<file path="config.mk">
export PLATFORM = sky130hd
export DESIGN_NAME = lut_neuron_array
export DESIGN_NICKNAME = d
export VERILOG_FILES = /design/src/rtl/lut_neuron_array.sv
export SDC_FILE = /design/constraint.sdc
export NUM_CORES = 1
export LEC_CHECK = 0
export CAP_MARGIN = 40
export CORE_MARGIN = 4
export CORE_UTILIZATION = 50
export DETAILED_ROUTE_END_ITERATION = 6
export PLACE_DENSITY = 0.67
export SYNTH_ARGS = -nofsm -noshare
export SYNTH_HDL_FRONTEND = slang
export SYNTH_SLANG_ARGS = --single-unit
</file>
<file path="constraint.sdc">
create_clock -name clk -period 4.6 [get_ports clk]
set_input_delay 0.92 -clock clk [delete_from_list [all_inputs] [get_ports clk]]
set_output_delay 0.92 -clock clk [all_outputs]
set_load 0.01 [all_outputs]
</file>
<file path="src/rtl/lut_neuron_array.sv">
// Purpose: array of N_NEURONS LUT neurons sharing one input vector, with CONFIG/RUN/DRAIN table-load control.
// Latency: 2 cycles from accepted input to out_valid (S1 = address register, S2 = table-read register).
// Backpressure: valid/ready; both stages freeze while out_valid && !out_ready, in_ready drops only in that case or outside RUN.
//
// Ports:
//   clk, rst                       clock and synchronous active-high reset
//   in_valid/in_ready/in_data      input vector; neuron k's address in in_data[k*ADDR_W +: ADDR_W]
//   out_valid/out_ready/out_data   result vector; neuron k's output in out_data[k*OUT_BITS +: OUT_BITS]
//   cfg_we/cfg_sel/cfg_addr/cfg_data  table write port (legal only in CONFIG with cfg_sel < N_NEURONS)
//   cfg_lock/cfg_unlock            CONFIG->RUN and RUN->DRAIN requests
//   state                          00 CONFIG, 01 RUN, 10 DRAIN
//   cfg_err                        sticky illegal-write flag, cleared only by rst
module lut_neuron_array #(
    parameter int N_NEURONS = 4,
    parameter int FAN_IN    = 3,
    parameter int IN_BITS   = 2,
    parameter int OUT_BITS  = 2,
    localparam int ADDR_W   = FAN_IN * IN_BITS,
    localparam int SEL_W    = (N_NEURONS > 1) ? $clog2(N_NEURONS) : 1
) (
    input  logic                            clk,
    input  logic                            rst,
    input  logic                            in_valid,
    output logic                            in_ready,
    input  logic [N_NEURONS*ADDR_W-1:0]     in_data,
    output logic                            out_valid,
    input  logic                            out_ready,
    output logic [N_NEURONS*OUT_BITS-1:0]   out_data,
    input  logic                            cfg_we,
    input  logic [SEL_W-1:0]                cfg_sel,
    input  logic [ADDR_W-1:0]               cfg_addr,
    input  logic [OUT_BITS-1:0]             cfg_data,
    input  logic                            cfg_lock,
    input  logic                            cfg_unlock,
    output logic [1:0]                      state,
    output logic                            cfg_err
);

    typedef enum logic [1:0] {
        ST_CONFIG = 2'b00,
        ST_RUN    = 2'b01,
        ST_DRAIN  = 2'b10
    } state_t;

    // One extra bit so an out-of-range index can be compared against N_NEURONS.
    localparam logic [SEL_W:0] N_SEL = N_NEURONS[SEL_W:0];

    state_t                          st;
    logic                            s1_vld;
    logic [N_NEURONS*ADDR_W-1:0]     s1_dat;
    logic                            s2_vld;
    logic [N_NEURONS*OUT_BITS-1:0]   s2_dat;
    logic [N_NEURONS*OUT_BITS-1:0]   rd_dat;
    logic                            adv;
    logic                            xfer;
    logic                            sel_ok;
    logic                            wr_en;

    assign adv      = !s2_vld || out_ready;
    assign in_ready = (st == ST_RUN) && adv;
    assign xfer     = in_valid && in_ready;
    assign sel_ok   = ({1'b0, cfg_sel} < N_SEL);
    assign wr_en    = cfg_we && (st == ST_CONFIG) && sel_ok;

    assign out_valid = s2_vld;
    assign out_data  = s2_dat;
    assign state     = st;

    // Per-neuron truth table: synchronous write, asynchronous read (distributed RAM).
    // Tables are deliberately outside the reset domain so contents survive rst.
    for (genvar k = 0; k < N_NEURONS; k++) begin : g_neuron
        localparam logic [SEL_W-1:0] K_SEL = SEL_W'(k);
        logic [OUT_BITS-1:0] tbl [0:(1<<ADDR_W)-1];

        always_ff @(posedge clk) begin
            if (wr_en && (cfg_sel == K_SEL)) begin
                tbl[cfg_addr] <= cfg_data;
            end
        end

        assign rd_dat[k*OUT_BITS +: OUT_BITS] = tbl[s1_dat[k*ADDR_W +: ADDR_W]];
    end

    always_ff @(posedge clk) begin
        if (rst) begin
            st      <= ST_CONFIG;
            s1_vld  <= 1'b0;
            s1_dat  <= '0;
            s2_vld  <= 1'b0;
            s2_dat  <= '0;
            cfg_err <= 1'b0;
        end else begin
            if (cfg_we && !((st == ST_CONFIG) && sel_ok)) begin
                cfg_err <= 1'b1;
            end

            if (adv) begin
                s1_vld <= xfer;
                if (xfer) begin
                    s1_dat <= in_data;
                end
                s2_vld <= s1_vld;
                // Only load S2 from a live S1 so out_data never shows unwritten table cells.
                if (s1_vld) begin
                    s2_dat <= rd_dat;
                end
            end

            case (st)
                ST_CONFIG: if (cfg_lock)   st <= ST_RUN;
                ST_RUN:    if (cfg_unlock) st <= ST_DRAIN;
                ST_DRAIN:  if (!s1_vld && !s2_vld) st <= ST_CONFIG;
                default:   st <= ST_CONFIG;
            endcase
        end
    end

endmodule
</file>
==> reports/results.ini, run 1 <==
[logic_synthesis]
synthCells = 1354
synth_nets = 1395
synth.cell_area_um2 = 22700
synthTopCellsByArea = edfxtp_1, mux4_2, mux4_1
yosysTopAreaCell = edfxtp_1
synth.top_cell.area_share = 0.679
yosysWarnings = 0
synth_ff_type = edfxtp_1
ys_seq_area_frac = 0.711
async_reset_ff_frac = 0
yosysUniqueCellTypes = 36
synth_most_common_cell = edfxtp_1
ys_ff_latch = 549
synthTopCellsByCount = edfxtp_1, nor2_1, nand2_1
synth-edff-count = 512
avgSynthCellArea_um2 = 16.7

[cts]
cts_setup_buffers = 0
tritoncts = built
cts.clk_slew.worst_paths_ns = 0.06
clockBufferDepth = 3
numCtsBuffers = 55
clockRootBuffer = clkbuf_16
clk_latency_ns = 0.60
htree_num_levels = 2
cts.repair.resized = 0
ctsHoldBuffers = 0
cts_sinks = 549

[critical_path]
r2r_slack_ns = 1.69
cp.arrival_ns = 2.28
reg2reg_from = s1_dat[20]
critPathKind = in2out
path_cells = clkdlybuf4s50_1 -> nor2b_1 -> nor3_1 -> clkdlybuf4s50_1
path_max_fanout = 3
critPathSlowestCell = clkdlybuf4s50_1
crit_top_cell = clkdlybuf4s50_1
required_ns = 3.68
critical-path-max-stage-delay_ns = 0.60
rr_worst_depth = 5
crit_path_end_kind = output pin
startpoint_type = input pin
r2r-end = out_data[6]

[route]
drt_wl_total_um = 57600
antenna_left = 0
vias = 12700
viasPerCell = 6.20
drtIter0Drc = 1420
wl_per_cell_um = 28.1
drc_errors = 0
dr.pass1.iters = 6

[floorplanning]
die_x_um = 221
start_util = 0.509
fp.dieH_um = 221
dieArea_um2 = 48800
core-area_um2 = 44500
num_rows = 77
num_io_pins = 54

[timing]
fin_crit_sh = 0.696
fmaxAchievable_ghz = 0.312
fin_tns_setup_ns = 0
final.min_clock_period_ns = 3.20
skew_ns = 0.0152
drv_slew = 0
hold_viol = 0
worst_slack_ns = 1.40
worst_pin_slew_ns = 0.925
rsz0062_at_grt = false
relSlewSlack = 0.383
finalSetupViolations = 0

[placement]
place_ws_ns = 1.18
hpwl_um = 37300
gp_congestion = 0.816
portBuffers = 53

[layout]
fillers = 3396
multi_input_area_um2 = 6020
area_delta_synth_final_pct = 13.1
finalNetCount = 1451
drive_above_1_share = 0.154
register_area_um2 = 16100
antenna_cells = 0

[worst_hold_path]
min_from = cfg_err
hold_depth = 2
min_delay_worst_endpoint = cfg_err
hold_class = reg2reg

[status]
status = finished clean

[global_route]
grt_busiest_layer = met2
overflow = 0
use_met1 = 0.331
grt_max_degree = 166
track_usage = 0.234
use_met2 = 0.373
grt_first_pass_wirelength_um = 84900
antenna_found_initial = 0
grt_pass1_vias = 13000
grtUsageMet3 = 0.0563

[job]
cap_violations = 0

[power_and_ir_drop]
peakVddDrop_uv = 267
leakagePower_uw = 0.00779
power-per-cell-area_nw_per_um2 = 408

## cell usage in the layout, fill, tap and decap left out, types with 15 or more instances in the layout
| master | count |
|---|---|
| buf_4 | 24 |
| a21oi_1 | 28 |
| clkdlybuf4s50_1 | 50 |
| clkbuf_16 | 56 |
| mux4_1 | 44 |
| a22oi_1 | 40 |
| dfxtp_1 | 27 |
| nor3b_1 | 17 |
| edfxtp_1 | 512 |
| mux2i_1 | 17 |
| and3b_1 | 15 |
| mux4_2 | 92 |
| nand2_1 | 134 |
| nor2_1 | 268 |
| clkbuf_1 | 16 |
## state kept, by name, summed over array words and instances, names as in the netlist
name / count
cfg_err: 1
g_neuron.tbl: 512
out_data: 8
out_valid: 1
s1_dat: 24
s1_vld: 1
state: 2
## metal layers
metal | vias to the layer above | wire (µm)
met5 | - | 0
met4 | 0 | 1530
met3 | 94 | 5570
met2 | 653 | 27500
met1 | 6569 | 23000
li1 | 5381 | -
## power by group
part	internal, µW	switching, µW	total (µW)
registers	5470	56.8	5530
logic	171	273	444
clock network	2640	1850	4490
## worst max-delay path, delay by kind of cell
family	cells	cell delay, ns
and+or+nand+nor	2	0.29
buffers and inverters	2	1.07
## how the worst max path moves through the flow
| stage | from | endpoint | slack (ns) | cells past startpoint |
|---|---|---|---|---|
| after floorplan | cfg_addr[4] | g_neuron[0].tbl[20][0] | 2.24 | 4 |
| after global routing | out_ready | in_ready | 1.31 | 4 |
| after CTS | out_ready | in_ready | 1.37 | 4 |
| final | out_ready | in_ready | 1.40 | 4 |
| after global placement | cfg_addr[3] | g_neuron[1].tbl[8][0] | 1.20 | 5 |
| after detailed placement | cfg_addr[5] | g_neuron[2].tbl[38][0] | 1.18 | 4 |
## logic make-up after synthesis
| logic type | Yosys count | share of synthesized area |
|---|---|---|
| and+or+nand+nor | 474 | 0.0892 |
| buffers and inverters | 92 | 0.0240 |
| AOI/OAI and AO/OA | 86 | 0.0253 |
| muxes | 153 | 0.150 |
| DFF | 549 | 0.711 |
## stage by stage
step / power (µW) / hold slack [ns] / instances / util / instance area [µm²]
after global routing: 10800 / 0.485 / 2049 / 0.576 / 25600
after floorplan: 5830 / 0.450 / 1354 / - / 22700
after CTS: 10500 / 0.461 / 2048 / 0.576 / 25600
after global placement: 6050 / 0.439 / 1934 / 0.531 / 23600
after detailed placement: 6070 / 0.449 / 1944 / 0.535 / 23800
final: 10500 / 0.457 / 2049 / 0.576 / 25600
## cell type report
class,count,share of cell area
clock buffer,76,0.0592
clock inverter,28,0.0119
inverter,3,0.000439
multi-input combinational,713,0.235
sequential,549,0.629
tap,592,0.0289
timing repair buffer,88,0.0353
Note: power is estimated with default switching activity, not from simulation.
==> run 2: changes to the inputs <==
clock period = 3 ns   (was 4.6 ns; I/O delays follow)
==> reports/results.ini, run 2 (synthesis results as in run 1) <==
[timing]
skew_ns = 0.0154
finalSetupViolations = 0
fmaxAchievable_ghz = 0.388
relSlewSlack = 0.419
fin_tns_setup_ns = 0
hold_viol = 0
final.min_clock_period_ns = 2.58
rsz0062_at_grt = false
drv_slew = 0
fin_crit_sh = 0.859
worst_pin_slew_ns = 0.870

[placement]
placed_cell_area_um2 = 23900
portBuffers = 53
gp_congestion = 0.882
hpwl_um = 36600

[global_route]
grt_max_degree = 81
grt_first_pass_wirelength_um = 81600
track_usage = 0.223
overflow = 0
antenna_found_initial = 0
grt_pass1_vias = 12700

[cts]
htree_num_levels = 2
ctsHoldBuffers = 0
cts_setup_buffers = 0
cts.repair.resized = 0
cts.clk_slew.worst_paths_ns = 0.06
cts_sinks = 549
clockBufferDepth = 3
clockRootBuffer = clkbuf_16
clk_latency_ns = 0.60
tritoncts = built
numCtsBuffers = 53

[power_and_ir_drop]
seq_power_share = 0.542
power-per-cell-area_nw_per_um2 = 610
p_comb_frac = 0.043
p_clk_frac = 0.415
switching_share = 0.207
p_switching_uw = 3220
leakagePower_uw = 0.00777
peakVddDrop_uv = 440
p_int_uw = 12400

[layout]
fillers = 3434
final_common_cell = edfxtp_1
largest-register = g_neuron.tbl
register_area_um2 = 16100
stdcell_area_um2 = 25500
finalNetCount = 1463
largest_reg_flops = 512
antenna_cells = 0
drive_above_1_share = 0.150
multi_input_area_um2 = 6000
most-common-layout-cells = edfxtp_1, nor2_1, nand2_1
area_delta_synth_final_pct = 12.8

[route]
antenna_left = 0
vias = 12600
viasPerCell = 6.14
wl_per_cell_um = 26.7
drtIter0Drc = 1487
drc_errors = 0
drt_wl_total_um = 54900
dr.pass1.iters = 5

[critical_path]
critPathSlowestCell = clkdlybuf4s50_1
crit_top_cell = clkdlybuf4s50_1
critPathBufInv = 2
path_cells = clkdlybuf4s50_1 -> nor2b_1 -> nor3_1 -> clkdlybuf4s50_1
critPathKind = in2out
cp.arrival_ns = 1.98
startpoint_type = input pin
path_max_fanout = 3
worstSetupStartpoint = out_ready
required_ns = 2.40
reg2reg_from = s1_dat[18]
path_delay_family = buffers and inverters
crit_path_end_kind = output pin
critical-path-max-stage-delay_ns = 0.60

[worst_hold_path]
min_from = rst
hold_class = in2reg

[status]
status = finished clean

[job]
cap_violations = 0

[floorplanning]
num_io_pins = 54
fp.dieH_um = 221
dieArea_um2 = 48800
start_util = 0.509
num_rows = 77
die_x_um = 221
core-area_um2 = 44500

run 2: path summary, 6_finish.rpt:
check                           cells past startpoint     endpoint  slack (ns)
worst max-delay path                                4     in_ready        0.42
worst min-delay path                                2    s1_dat[8]        0.39
worst max register to register                      5  out_data[7]        0.58
worst min register to register                      2      cfg_err        0.44
run 2: metrics by stage:
stage                      util  power (µW)  setup WS [ns]  hold WS, ns  instances
after global routing      0.574       16100          0.362        0.382       2056
after CTS                 0.574       15700          0.420        0.341       2056
final                     0.574       15600          0.424        0.389       2056
after floorplan               -        8930          0.965        0.450       1354
after detailed placement  0.536        9280          0.337        0.439       1959
after global placement    0.536        9270          0.367        0.438       1959
run 2: metal layers:
metal  routed length (µm)  track usage  share of wire  vias up
li1                     -            -              -     5408
met5                    0            0              0        -
met1                22000        0.316           0.40     6541
met2                26300        0.356           0.48      547
met4                 1640       0.0618          0.030        0
met3                 4900       0.0509          0.089      119
run 2: worst reg2reg max path: cells and delay by family, from the launching register on:
kind,cells,cell delay [ns]
AO/OA/AOI/OAI,2,0.60
flip-flops,1,0.88
multiplexers,1,0.61
AND/OR/NAND/NOR,2,0.22
run 2: power by group through the flow:
stage	Combinational (µW)	Clock, µW	Sequential [µW]
after floorplan	369	0	8560
after global placement	658	0	8610
after detailed placement	665	0	8610
after CTS	668	6570	8450
after global routing	709	6900	8450
final	665	6470	8450
run 2: area by class of cell:
cell class	instances	share of cell area
Clock buffer	71	0.0566
Clock inverter	26	0.00872
Inverter	3	0.000441
Multi-Input combinational cell	713	0.235
Sequential cell	549	0.631
Tap cell	592	0.0290
Timing Repair Buffer	102	0.0395
==> run 3: changes to the inputs <==
PLACE_DENSITY = 0.76   (was 0.67)
==> reports/results.ini, run 3 (synthesis results as in run 1) <==
[global_route]
overflow = 0
track_usage = 0.219
grt_max_degree = 115
antenna_found_initial = 0
grt_first_pass_wirelength_um = 81000
grt_pass1_vias = 12900

[layout]
fillers = 3291
most-common-layout-cells = edfxtp_1, nor2_1, nand2_1
finalNetCount = 1467
largest-register = g_neuron.tbl
fin_util = 0.575
antenna_cells = 0
final_common_cell = edfxtp_1
largest_reg_flops = 512
drive_above_1_share = 0.156
area_delta_synth_final_pct = 13.0

[floorplanning]
num_io_pins = 54
dieArea_um2 = 48800
fp.dieH_um = 221
num_rows = 77
die_x_um = 221
start_util = 0.509
core-area_um2 = 44500

[power_and_ir_drop]
leakagePower_uw = 0.00781
peakVddDrop_uv = 490
power-per-cell-area_nw_per_um2 = 607

[timing]
worst_pin_slew_ns = 0.825
drv_slew = 0
rsz0062_at_grt = false
relSlewSlack = 0.449
fmaxAchievable_ghz = 0.385
skew_ns = 0.0308
fin_tns_setup_ns = 0
final.min_clock_period_ns = 2.60
fin_crit_sh = 0.866
hold_viol = 0
finalSetupViolations = 0

[route]
drt_wl_total_um = 54200
antenna_left = 0
drc_errors = 0
vias = 12600
viasPerCell = 6.14
dr.pass1.iters = 6
wl_per_cell_um = 26.4
drtIter0Drc = 1553

[critical_path]
rr_worst_depth = 6
r2r-end = out_data[5]
worstSetupStartpoint = out_ready
startpoint_type = input pin
cp.arrival_ns = 2.00
reg2reg_from = s1_dat[15]
critPathKind = in2out
r2r_slack_ns = 0.62
required_ns = 2.40
path_max_fanout = 3
crit_path_end_kind = output pin

[job]
cap_violations = 0

[cts]
cts_sinks = 549
tritoncts = built
cts.repair.resized = 0
clockRootBuffer = clkbuf_16
htree_num_levels = 2
clockBufferDepth = 3
ctsHoldBuffers = 0
clk_latency_ns = 0.61
numCtsBuffers = 53
cts.clk_slew.worst_paths_ns = 0.06
cts_setup_buffers = 0

[worst_hold_path]
hold_class = in2reg
hold_depth = 1
min_delay_worst_endpoint = g_neuron[0].tbl[16][0]
min_from = cfg_data[0]

[placement]
hpwl_um = 36400
portBuffers = 53
gp_congestion = 0.899

[status]
status = finished clean

==> run 3: cell count changes in the layout (fill, tap and decap cells not counted), sizes merged <==
| cell | change |
|---|---|
| buf | +4 |
| bufinv | -1 |
| clkbuf | +3 |
| clkinv | -3 |
| clkinvlp | -1 |
==> run 3: how the worst max path moves through the flow <==
stage | end | slack, ns
final | in_ready | 0.40
after global routing | in_ready | 0.29
after CTS | in_ready | 0.40
after detailed placement | g_neuron[1].tbl[33][0] | 0.39
after global placement | g_neuron[1].tbl[33][0] | 0.41
after floorplan | g_neuron[0].tbl[20][0] | 0.96
==> run 3: per-stage QoR <==
step	instance area, µm²	total power [µW]	hold slack, ns	cells	setup slack [ns]
final	25600	15500	0.427	2058	0.402
after global routing	25600	16000	0.422	2058	0.290
after CTS	25600	15600	0.408	2058	0.402
after detailed placement	23900	9280	0.444	1963	0.395
after global placement	23900	9260	0.439	1962	0.412
after floorplan	22700	8930	0.450	1354	0.965
==> run 3: final cells by class <==
cell class	instances	area (µm²)	area share
Timing Repair Buffer	106	1070	0.0418
Multi-Input combinational cell	713	6000	0.234
Clock inverter	21	179	0.00699
Tap cell	592	741	0.0289
Sequential cell	549	16100	0.630
Clock buffer	74	1480	0.0577
Inverter	3	11.3	0.000440
==> run 3: power by group <==
part           switching, µW  internal [µW]  total (µW)
Combinational            400            275         675
Clock                   2740           3680        6420
Sequential              59.5           8380        8440
Total                   3200          12300       15500
==> run 3: critical path, stage by stage <==
cell	delay, ns
clkdlybuf4s50_1	0.47
nor2b_1	0.07
nor3_1	0.25
clkdlybuf4s50_1	0.60
==> run 3: layer usage <==
metal	GRT usage	share of wire
met2	0.362	0.49
met1	0.282	0.36
met4	0.0789	0.040
met5	0	0
met3	0.0610	0.10
